===== src/rtl/sb_prog_pkg.sv =====
// ============================================================================
// sb_prog_pkg : shared types and constants for the switch-block SRAM-bank programmer
// Revision 1.0
// ============================================================================
`default_nettype none

package sb_prog_pkg;

    localparam int NUM_MUX_DEF      = 18;
    localparam int BITS_PER_MUX_DEF = 2;
    localparam int MUX_IDX_W_DEF    = 5;
    localparam int ADDR_W_DEF       = 1 + MUX_IDX_W_DEF;

    function automatic int cnt_width(input int n);
        return (n <= 2) ? 1 : $clog2(n);
    endfunction

    localparam int FRAME_BITS_DEF = NUM_MUX_DEF * BITS_PER_MUX_DEF;
    localparam int CNT_W_DEF      = cnt_width(FRAME_BITS_DEF);

    // One-hot encoding so each status output is a single flop bit.
    localparam int IDLE_B   = 0;
    localparam int LOAD_B   = 1;
    localparam int SETUP_B  = 2;
    localparam int STROBE_B = 3;
    localparam int HOLD_B   = 4;
    localparam int DONE_B   = 5;

    typedef enum logic [5:0] {
        ST_IDLE   = 6'b000001,
        ST_LOAD   = 6'b000010,
        ST_SETUP  = 6'b000100,
        ST_STROBE = 6'b001000,
        ST_HOLD   = 6'b010000,
        ST_DONE   = 6'b100000
    } prog_state_e;

endpackage

`default_nettype wire


===== src/rtl/sb_mem_bank_prog_if.sv =====
// ============================================================================
// sb_mem_bank_prog_if : bitstream handshake and SRAM-bank write bus
// Revision 1.0
// ============================================================================
`default_nettype none

interface sb_mem_bank_prog_if #(
    parameter int ADDR_W = 6
);
    logic              start;
    logic              abort;
    logic              bs_valid;
    logic              bs_data;
    logic              bs_ready;
    logic              enable;
    logic [0:ADDR_W-1] address;
    logic [0:0]        data_in;
    logic              busy;
    logic              done;

    modport master (
        output start, abort, bs_valid, bs_data,
        input  bs_ready, enable, address, data_in, busy, done
    );

    modport slave (
        input  start, abort, bs_valid, bs_data,
        output bs_ready, enable, address, data_in, busy, done
    );
endinterface

`default_nettype wire


===== src/rtl/sb_prog_bit_counter.sv =====
// ============================================================================
// sb_prog_bit_counter : frame bit counter, saturating at the terminal count
// Revision 1.0
// ============================================================================
`default_nettype none

module sb_prog_bit_counter #(
    parameter int WIDTH    = 6,
    parameter int TERMINAL = 35
) (
    input  wire logic             prog_clk,
    input  wire logic             prog_reset_n,
    input  wire logic             clear,
    input  wire logic             incr,
    output logic [WIDTH-1:0]      count,
    output logic                  terminal
);

    assign terminal = (count == WIDTH'(TERMINAL));

    always_ff @(posedge prog_clk or negedge prog_reset_n) begin
        if (!prog_reset_n) begin
            count <= '0;
        end else if (clear) begin
            count <= '0;
        end else if (incr && !terminal) begin
            count <= count + 1'b1;
        end
    end

endmodule

`default_nettype wire


===== src/rtl/sb_mem_bank_prog.sv =====
// ============================================================================
// sb_mem_bank_prog : replays a serial bitstream as enable/address/data_in writes
// Revision 1.0
// ============================================================================
`default_nettype none

module sb_mem_bank_prog
    import sb_prog_pkg::*;
#(
    parameter int NUM_MUX      = NUM_MUX_DEF,
    parameter int BITS_PER_MUX = BITS_PER_MUX_DEF,
    parameter int MUX_IDX_W    = MUX_IDX_W_DEF,
    parameter int ADDR_W       = 1 + MUX_IDX_W
) (
    input  wire logic          prog_clk,
    input  wire logic          prog_reset_n,
    sb_mem_bank_prog_if.slave  bus
);

    localparam int FRAME_BITS = NUM_MUX * BITS_PER_MUX;
    localparam int CNT_W      = cnt_width(FRAME_BITS);

    prog_state_e          state;
    logic [CNT_W-1:0]     cnt;
    logic                 cnt_last;
    logic                 cnt_clear;
    logic                 cnt_incr;
    logic [MUX_IDX_W-1:0] mux_idx;

    assign cnt_clear = state[IDLE_B] && bus.start && !bus.abort;
    assign cnt_incr  = state[HOLD_B] && !bus.abort && !cnt_last;
    assign mux_idx   = MUX_IDX_W'(cnt >> 1);

    sb_prog_bit_counter #(
        .WIDTH    (CNT_W),
        .TERMINAL (FRAME_BITS - 1)
    ) u_bit_counter (
        .prog_clk     (prog_clk),
        .prog_reset_n (prog_reset_n),
        .clear        (cnt_clear),
        .incr         (cnt_incr),
        .count        (cnt),
        .terminal     (cnt_last)
    );

    // Status outputs are single one-hot flop bits, so they cannot glitch.
    assign bus.bs_ready = state[LOAD_B];
    assign bus.enable   = state[STROBE_B];
    assign bus.done     = state[DONE_B];
    assign bus.busy     = !state[IDLE_B];

    always_ff @(posedge prog_clk or negedge prog_reset_n) begin
        if (!prog_reset_n) begin
            state       <= ST_IDLE;
            bus.address <= '0;
            bus.data_in <= '0;
        end else if (bus.abort && !state[IDLE_B]) begin
            state <= ST_IDLE;
        end else begin
            case (state)
                ST_IDLE: begin
                    if (bus.start && !bus.abort) begin
                        state <= ST_LOAD;
                    end
                end
                ST_LOAD: begin
                    if (bus.bs_valid) begin
                        bus.data_in[0] <= bus.bs_data;
                        // address[0] selects the bit, address[1] is the mux-index MSB
                        bus.address    <= {cnt[0], mux_idx};
                        state          <= ST_SETUP;
                    end
                end
                ST_SETUP:  state <= ST_STROBE;
                ST_STROBE: state <= ST_HOLD;
                ST_HOLD:   state <= cnt_last ? ST_DONE : ST_LOAD;
                ST_DONE:   state <= ST_IDLE;
                default:   state <= ST_IDLE;
            endcase
        end
    end

endmodule

`default_nettype wire


===== src/flat_wrapper.sv =====
// flat-port wrapper written by rule: the top's interface ports become plain ports
module sb_mem_bank_prog_flat import sb_prog_pkg::*;
#(
    parameter int NUM_MUX      = NUM_MUX_DEF,
    parameter int BITS_PER_MUX = BITS_PER_MUX_DEF,
    parameter int MUX_IDX_W    = MUX_IDX_W_DEF,
    parameter int ADDR_W       = 1 + MUX_IDX_W
)
  (prog_clk, prog_reset_n, bus_start, bus_abort, bus_bs_valid, bus_bs_data, bus_bs_ready, bus_enable, bus_address, bus_data_in, bus_busy, bus_done);
  sb_mem_bank_prog_if #(.ADDR_W(ADDR_W)) bus_i ();
  input  wire logic prog_clk;
  input  wire logic prog_reset_n;
  input wire logic [$bits(bus_i.start)-1:0] bus_start;
  input wire logic [$bits(bus_i.abort)-1:0] bus_abort;
  input wire logic [$bits(bus_i.bs_valid)-1:0] bus_bs_valid;
  input wire logic [$bits(bus_i.bs_data)-1:0] bus_bs_data;
  output wire logic [$bits(bus_i.bs_ready)-1:0] bus_bs_ready;
  output wire logic [$bits(bus_i.enable)-1:0] bus_enable;
  output wire logic [$bits(bus_i.address)-1:0] bus_address;
  output wire logic [$bits(bus_i.data_in)-1:0] bus_data_in;
  output wire logic [$bits(bus_i.busy)-1:0] bus_busy;
  output wire logic [$bits(bus_i.done)-1:0] bus_done;
  assign bus_i.start = bus_start;
  assign bus_i.abort = bus_abort;
  assign bus_i.bs_valid = bus_bs_valid;
  assign bus_i.bs_data = bus_bs_data;
  assign bus_bs_ready = bus_i.bs_ready;
  assign bus_enable = bus_i.enable;
  assign bus_address = bus_i.address;
  assign bus_data_in = bus_i.data_in;
  assign bus_busy = bus_i.busy;
  assign bus_done = bus_i.done;
  sb_mem_bank_prog #(.NUM_MUX(NUM_MUX), .BITS_PER_MUX(BITS_PER_MUX), .MUX_IDX_W(MUX_IDX_W), .ADDR_W(ADDR_W)) u_core (.prog_clk(prog_clk), .prog_reset_n(prog_reset_n), .bus(bus_i));
endmodule

===== config.mk =====
export PLATFORM = sky130hd
export DESIGN_NAME = sb_mem_bank_prog_flat
export DESIGN_NICKNAME = d
export VERILOG_FILES = /design/src/rtl/sb_prog_pkg.sv /design/src/rtl/sb_mem_bank_prog_if.sv /design/src/rtl/sb_prog_bit_counter.sv /design/src/rtl/sb_mem_bank_prog.sv /design/src/flat_wrapper.sv
export SDC_FILE = /design/constraint.sdc
export NUM_CORES = 1
export LEC_CHECK = 0
export ABC_AREA = 1
export BUFFER_PORTS_ARGS = -buffer_cell sky130_fd_sc_hd__buf_2
export CORE_UTILIZATION = 34
export CTS_CLUSTER_SIZE = 28
export DETAILED_ROUTE_END_ITERATION = 16
export PLACE_DENSITY = 0.5
export SYNTH_ARGS = -nofsm -noshare
export SYNTH_HDL_FRONTEND = slang
export SYNTH_HIERARCHICAL = 1
export SYNTH_SLANG_ARGS = --single-unit

===== constraint.sdc =====
create_clock -name prog_clk -period 5.3 [get_ports prog_clk]
set_input_delay 1.06 -clock prog_clk [delete_from_list [all_inputs] [get_ports prog_clk]]
set_output_delay 1.06 -clock prog_clk [all_outputs]
set_load 0.03 [all_outputs]

==> results of run 1 <==
==> cell families after synthesis <==
| kind of cell | Yosys count | share of synthesized area (%) |
|---|---|---|
| adders and majority gates | 1 | 1.240 |
| and+or+nand+nor | 69 | 36.48 |
| DFF | 19 | 47.27 |
| xor gates and xnor gates | 3 | 2.606 |
| buffers and inverters | 18 | 6.699 |
| AOI/OAI and AO/OA | 11 | 5.708 |
==> cells in the final DEF (no fill, tap or decap), types with 8 or more instances in the layout <==
cell     Yosys  final
nand3_1      9      9
dfrtp_1     18     18
buf_2        0     16
o21ai_0      8      8
nor2_1      13     13
inv_1       15     15
nand2_1     29     29
==> power breakdown <==
group	total, W	internal [W]	leakage (nW)	switching [W]
sequential	0.000173	0.000162	0.259	0.0000111
combinational	0.000134	0.0000379	0.371	0.0000960
clock	0.0000753	0.0000281	0.0177	0.0000472
==> worst max path at each step <==
stage,from,endpoint,slack [ps],depth (start not counted)
floorplan,bus_abort,u_core/u_bit_counter/count[4],3440,4
global placement,bus_abort,u_core/u_bit_counter/count[0],3190,5
detailed placement,bus_abort,u_core/u_bit_counter/count[0],3190,5
CTS,u_core/state[0],bus_busy,3120,2
global route,u_core/state[0],bus_busy,3090,2
finish,u_core/state[0],bus_busy,3130,2
==> per-layer routing <==
metal	GRT usage [%]	routed length (um)
met1	18.63	910
met2	24.54	969
met4	5.226	19
met3	2.995	67
met5	0	0
==> worst max-delay path, cell delays in order, from the launching register on <==
cell and delay [ps]:
dfstp_2 550, inv_2 70, buf_2 180
==> stage by stage <==
stage          instance area, um^2  hold slack (ps)  total power (W)  util [%]
3_3_place_gp                  1127            481.5        0.0003099     40.53
3_5_place_dp                  1127            484.8        0.0003123     40.53
6_report                      1155            508.9        0.0003825     41.52
2_1_floorplan                 1008            510.6        0.0002763         -
4_1_cts                       1155            513.7        0.0003884     41.52
5_1_grt                       1155            542.2        0.0004139     41.52
==> state kept, by name (all words and copies together) (netlist names) <==
| register | flops |
|---|---|
| u_core/bus.data_in | 1 |
| u_core/u_bit_counter/count | 6 |
| u_core/state | 6 |
| u_core/bus.address | 6 |
==> area by class of cell <==
cell class                 count  area share, %
sequential                    19          41.28
clock buffer                   3          1.950
inverter                      18          5.850
tap                           31          3.359
timing repair buffer          16          6.934
clock inverter                 1         0.4334
multi-input combinational     84          40.19
==> out/qor.txt, run 1 <==
Status -> complete, no violations
Crit path kind -> reg2out
Period utilization -> 40.85%
DRT antenna net count -> 0
Minimum clock period -> 2165 ps
Final Hold Fails -> 0
Num rows -> 19
Via density -> 4.837
Syn Std Cell Area -> 1008 um^2
Die X -> 56.46 um
GP Congestion -> 0.7542
Worst R2R Start -> u_core/u_bit_counter/count[0]
GRT Residual Overflow -> 0
Highest clock rate -> 461.8 MHz
Starting density of the core -> 36.26%
CTS clk-pin slew, worst paths -> 120 ps
Fraction of registers with async set/reset -> 100.0%
# fillers -> 297
First-pass GRT wire length -> 3.636 mm
Post-CTS setup buffer count -> 0
Cells after Synth -> 121
Root Buffer -> clkbuf_4
Final non-filler cell total -> 172
Setup WS pre-CTS -> 3186 ps
Max_slew headroom -> 69.38%
RSZ-0062 raised after global routing -> false
Worst Setup End Kind -> output port
Pins over their slew limit -> 0
Syn avg cell area -> 8.334 um^2
Hold_sp -> u_core/bus.address[0]
Max clock buf depth -> 2
Crit path DAT -> 1110 ps
Syn_nets -> 128
Initial antenna violation count -> 0
Setup violations, final -> 0
Number of distinct library cells after synthesis -> 23
Drt drc -> 0
Hold Path Class -> reg2reg
Area contributors post-synth -> dfrtp_1 (45%), nand2_1 (11%), inv_1 (5.6%)
Pwr dens -> 331.2 nW/um^2
Count leader, synth -> nand2_1
Clk_skew -> 2.394 ps
Clock Latency Late Sink -> 290 ps
Total die area -> 3188 um^2
Dpl cells -> 168
Layout cells sized above 1 -> 24.11%
Drt first pass iters -> 4
Commonest cells in the netlist -> nand2_1 (29), dfrtp_1 (18), inv_1 (15), nor2_1 (13), nand3_1 (9)
CTS tree -> yes
Post-CTS Hold Buffers -> 0
Worst Setup Start Kind -> register
Number of synthesis warnings -> 6
Worst setup margin -> 3135 ps
Number of DRC markers in iteration 0 -> 18
RR Endpoint -> u_core/u_bit_counter/count[0]
Leak Pwr -> 0.6478 nW
Via count -> 832
Hold Path Depth -> 2
Fin nets -> 149
CTS resizes -> 0
ANT cells -> 0
Total Routing Usage GR -> 14.67%
Area of the multi-input gates -> 464.2 um^2
Routed WL -> 1.967 mm
Seq. cell area -> 476.7 um^2
Endpoint, Worst Hold -> u_core/bus.address[0]
Register area share after synthesis -> 47.27%
Input/output buffers -> 16
Worst slew pin tran -> 455.8 ps
Ports -> 17
CP Max Fanout -> 5
Yosys reg bits -> 19
Top_reg_cell synth -> dfrtp_1
CTS buffer count -> 3
Wire per inst -> 11.44 um
TritonCTS Sinks -> 19
DP HPWL -> 1.534 mm
Synth area leader -> dfrtp_1
Vias in the first global route -> 828
CTS H-tree depth -> 1
Post-Route Setup TNS -> 0 ps
Flop2flop setup slack -> 3450 ps
Max-cap check violation count -> 0
DIE HEIGHT -> 56.46 um
VDD IR max -> 199.0 uV
Required @ worst endpoint -> 4240 ps
Worst reg-to-reg path cell count -> 9
Area Growth Syn to Fin -> 14.52%
Largest net degree at the start of global routing -> 20
Post-synth top area share -> 44.67%
EDFF count, synth -> 0
Core area -> 2781 um^2
(Power assumes the default switching activity.)
==> inputs of run 2 (changes only) <==
- ABC_AREA: 1 -> 0
- clock period: 5.3 -> 2.15 ns (I/O delays scaled with it)
==> out/qor.txt, run 2 <==
CTS H-tree depth -> 1
Hold WS -> 51.37 ps
Cells after Synth -> 93
Setup violations, final -> 0
Leak Pwr -> 0.5535 nW
Worst Setup Start Kind -> register
Max clock buf depth -> 2
Crit path kind -> reg2reg
Commonest non-fill, non-tap cells in the layout -> dfrtp_1 (18), buf_2 (16), nor2_1 (10), mux2_2 (7)
GP Congestion -> 0.8125
Period utilization -> 89.57%
CP Cell Sequence -> ha_1 > nand2b_1 > nor2_1 > nor3b_2 > nand4_1 > or3_1 > a21oi_1
DIE HEIGHT -> 56.63 um
Highest clock rate -> 519.3 MHz
DR top layer -> met4
Input/output buffers -> 16
Number of synthesis warnings -> 6
Pwr dens -> 725.0 nW/um^2
CTS clk-pin slew, worst paths -> 110 ps
EDFF count, synth -> 0
Drt first pass iters -> 4
ANT cells -> 0
CP peak stage delay -> 440 ps
Clk_skew -> 1.876 ps
Core area -> 2781 um^2
Worst slew pin tran -> 431.0 ps
Routed wl met2 -> 857 um
Via count -> 762
Final Hold Fails -> 0
Root Buffer -> clkbuf_4
Number of DRC markers in iteration 0 -> 22
Post-CTS setup buffer count -> 0
Fin nets -> 118
Syn Std Cell Area -> 1015 um^2
Routed WL -> 1.898 mm
VDD IR max -> 478.9 uV
Total die area -> 3207 um^2
Syn_nets -> 100
Die X -> 56.63 um
Area Growth Syn to Fin -> 12.95%
Initial antenna violation count -> 0
TritonCTS Sinks -> 19
Num rows -> 19
Post-Route Setup TNS -> 0 ps
Worst Setup End Kind -> register
CTS buffer count -> 3
DP HPWL -> 1.389 mm
Top Registers -> u_core/bus.address x6, u_core/state x6, u_core/u_bit_counter/count x6
Setup WS pre-CTS -> 182.9 ps
Post-CTS Hold Buffers -> 0
Hold Path Class -> in2async
Commonest cells in the netlist -> dfrtp_1 (18), nor2_1 (10), mux2_2 (7), nor2b_1 (5), o21ai_0 (5)
Register area share after synthesis -> 46.98%
Top_reg_cell synth -> dfrtp_1
Largest net degree at the start of global routing -> 20
Drt drc -> 0
Required @ worst endpoint -> 2380 ps
Syn avg cell area -> 10.91 um^2
Met3 WL -> 77 um
Wire per inst -> 13.46 um
GRT Residual Overflow -> 0
Post-synth top area share -> 44.39%
Crit path DAT -> 2150 ps
Fraction of registers with async set/reset -> 100.0%
First-pass GRT wire length -> 3.049 mm
Number of distinct library cells after synthesis -> 36
CP Max Fanout -> 6
Vias in the first global route -> 669
Yosys reg bits -> 19
Synth area leader -> dfrtp_1
RSZ-0062 raised after global routing -> false
DRT antenna net count -> 0
CTS tree -> yes
Worst setup margin -> 224.3 ps
Count leader, synth -> dfrtp_1
CP bufs+invs -> 0
Max-cap check violation count -> 0
Via density -> 5.404
CP delay by family, top -> simple AND/OR/NAND/NOR gates
Area post-placement -> 1114 um^2
Pins over their slew limit -> 0
Status -> complete, no violations
M1 WL -> 949 um
Max_slew headroom -> 71.26%
Commonest non-fill, non-tap cell in the layout -> dfrtp_1
Ports -> 17
Starting density of the core -> 36.48%
Total Routing Usage GR -> 12.45%
Crit-path slowest cell -> dfrtp_1
Layout cells sized above 1 -> 31.82%
Fin area -> 1146 um^2
Clock Latency Late Sink -> 290 ps
Area contributors post-synth -> dfrtp_1 (44%), mux2_2 (7.8%), nor2_1 (3.7%)
Minimum clock period -> 1926 ps
==> run 2: cells by family after synthesis <==
family,count (synthesis),share of synthesized area [%]
muxes,7,7.769
and+or+nand+nor,44,28.85
xor gates and xnor gates,2,1.727
adders and majority gates,1,1.233
buffers and inverters,5,3.082
DFF,19,46.98
AOI/OAI and AO/OA,15,10.36
==> run 2: metrics by stage <==
stage,utilization [%],total power (W),instances
6_report,41.21,0.0008310,141
4_1_cts,41.03,0.0008447,141
3_3_place_gp,40.04,0.0006599,137
2_1_floorplan,-,0.0006143,93
3_5_place_dp,40.04,0.0006600,137
5_1_grt,41.21,0.0008890,141
==> run 2: per-layer routing <==
layer	up-vias	track usage, %
li1	373	-
met1	375	17.52
met2	12	18.15
met3	2	4.378
met4	0	3.136
met5	-	0
==> run 2: power by group <==
group / internal (W) / total [W] / switching, W
logic: 0.0000903 / 0.000228 / 0.000138
registers: 0.000387 / 0.000424 / 0.0000362
clock network: 0.0000693 / 0.000179 / 0.000110
total: 0.000547 / 0.000831 / 0.000284
==> run 2: path summary, 6_finish.rpt <==
path | to | from | slack (ps) | cells past startpoint
max | u_core/u_bit_counter/count[5] | u_core/u_bit_counter/count[0] | 220 | 7
min | u_core/state[3] | prog_reset_n | 50 | 1
max reg2reg | u_core/u_bit_counter/count[5] | u_core/u_bit_counter/count[0] | 220 | 7
min reg2reg | u_core/bus.data_in | u_core/bus.data_in | 510 | 1
max in group asynchronous | u_core/state[0] | prog_reset_n | 1770 | 1
min in group prog_clk | u_core/bus.data_in | bus_bs_data | 360 | 2
==> run 2: layout make-up <==
type,count,area [um^2]
sequential,19,476.7
tap,31,38.79
timing repair buffer,17,87.58
clock buffer,3,22.52
inverter,1,3.754
fill,265,1635
multi-input combinational,69,511.7
clock inverter,1,5.005
==> run 2: repair_timing <==
action | 4_1_cts | 5_1_grt
endpoints found under the hold margin | 0 | 0
gates resized for setup | 0 | 1
endpoints found under the setup margin | 0 | 1
==> run 2: worst reg2reg max path: stages, from the launching register on <==
cell	delay, ps
dfrtp_1	440
ha_1	250
nand2b_1	180
nor2_1	100
nor3b_2	200
nand4_1	170
or3_1	370
a21oi_1	150
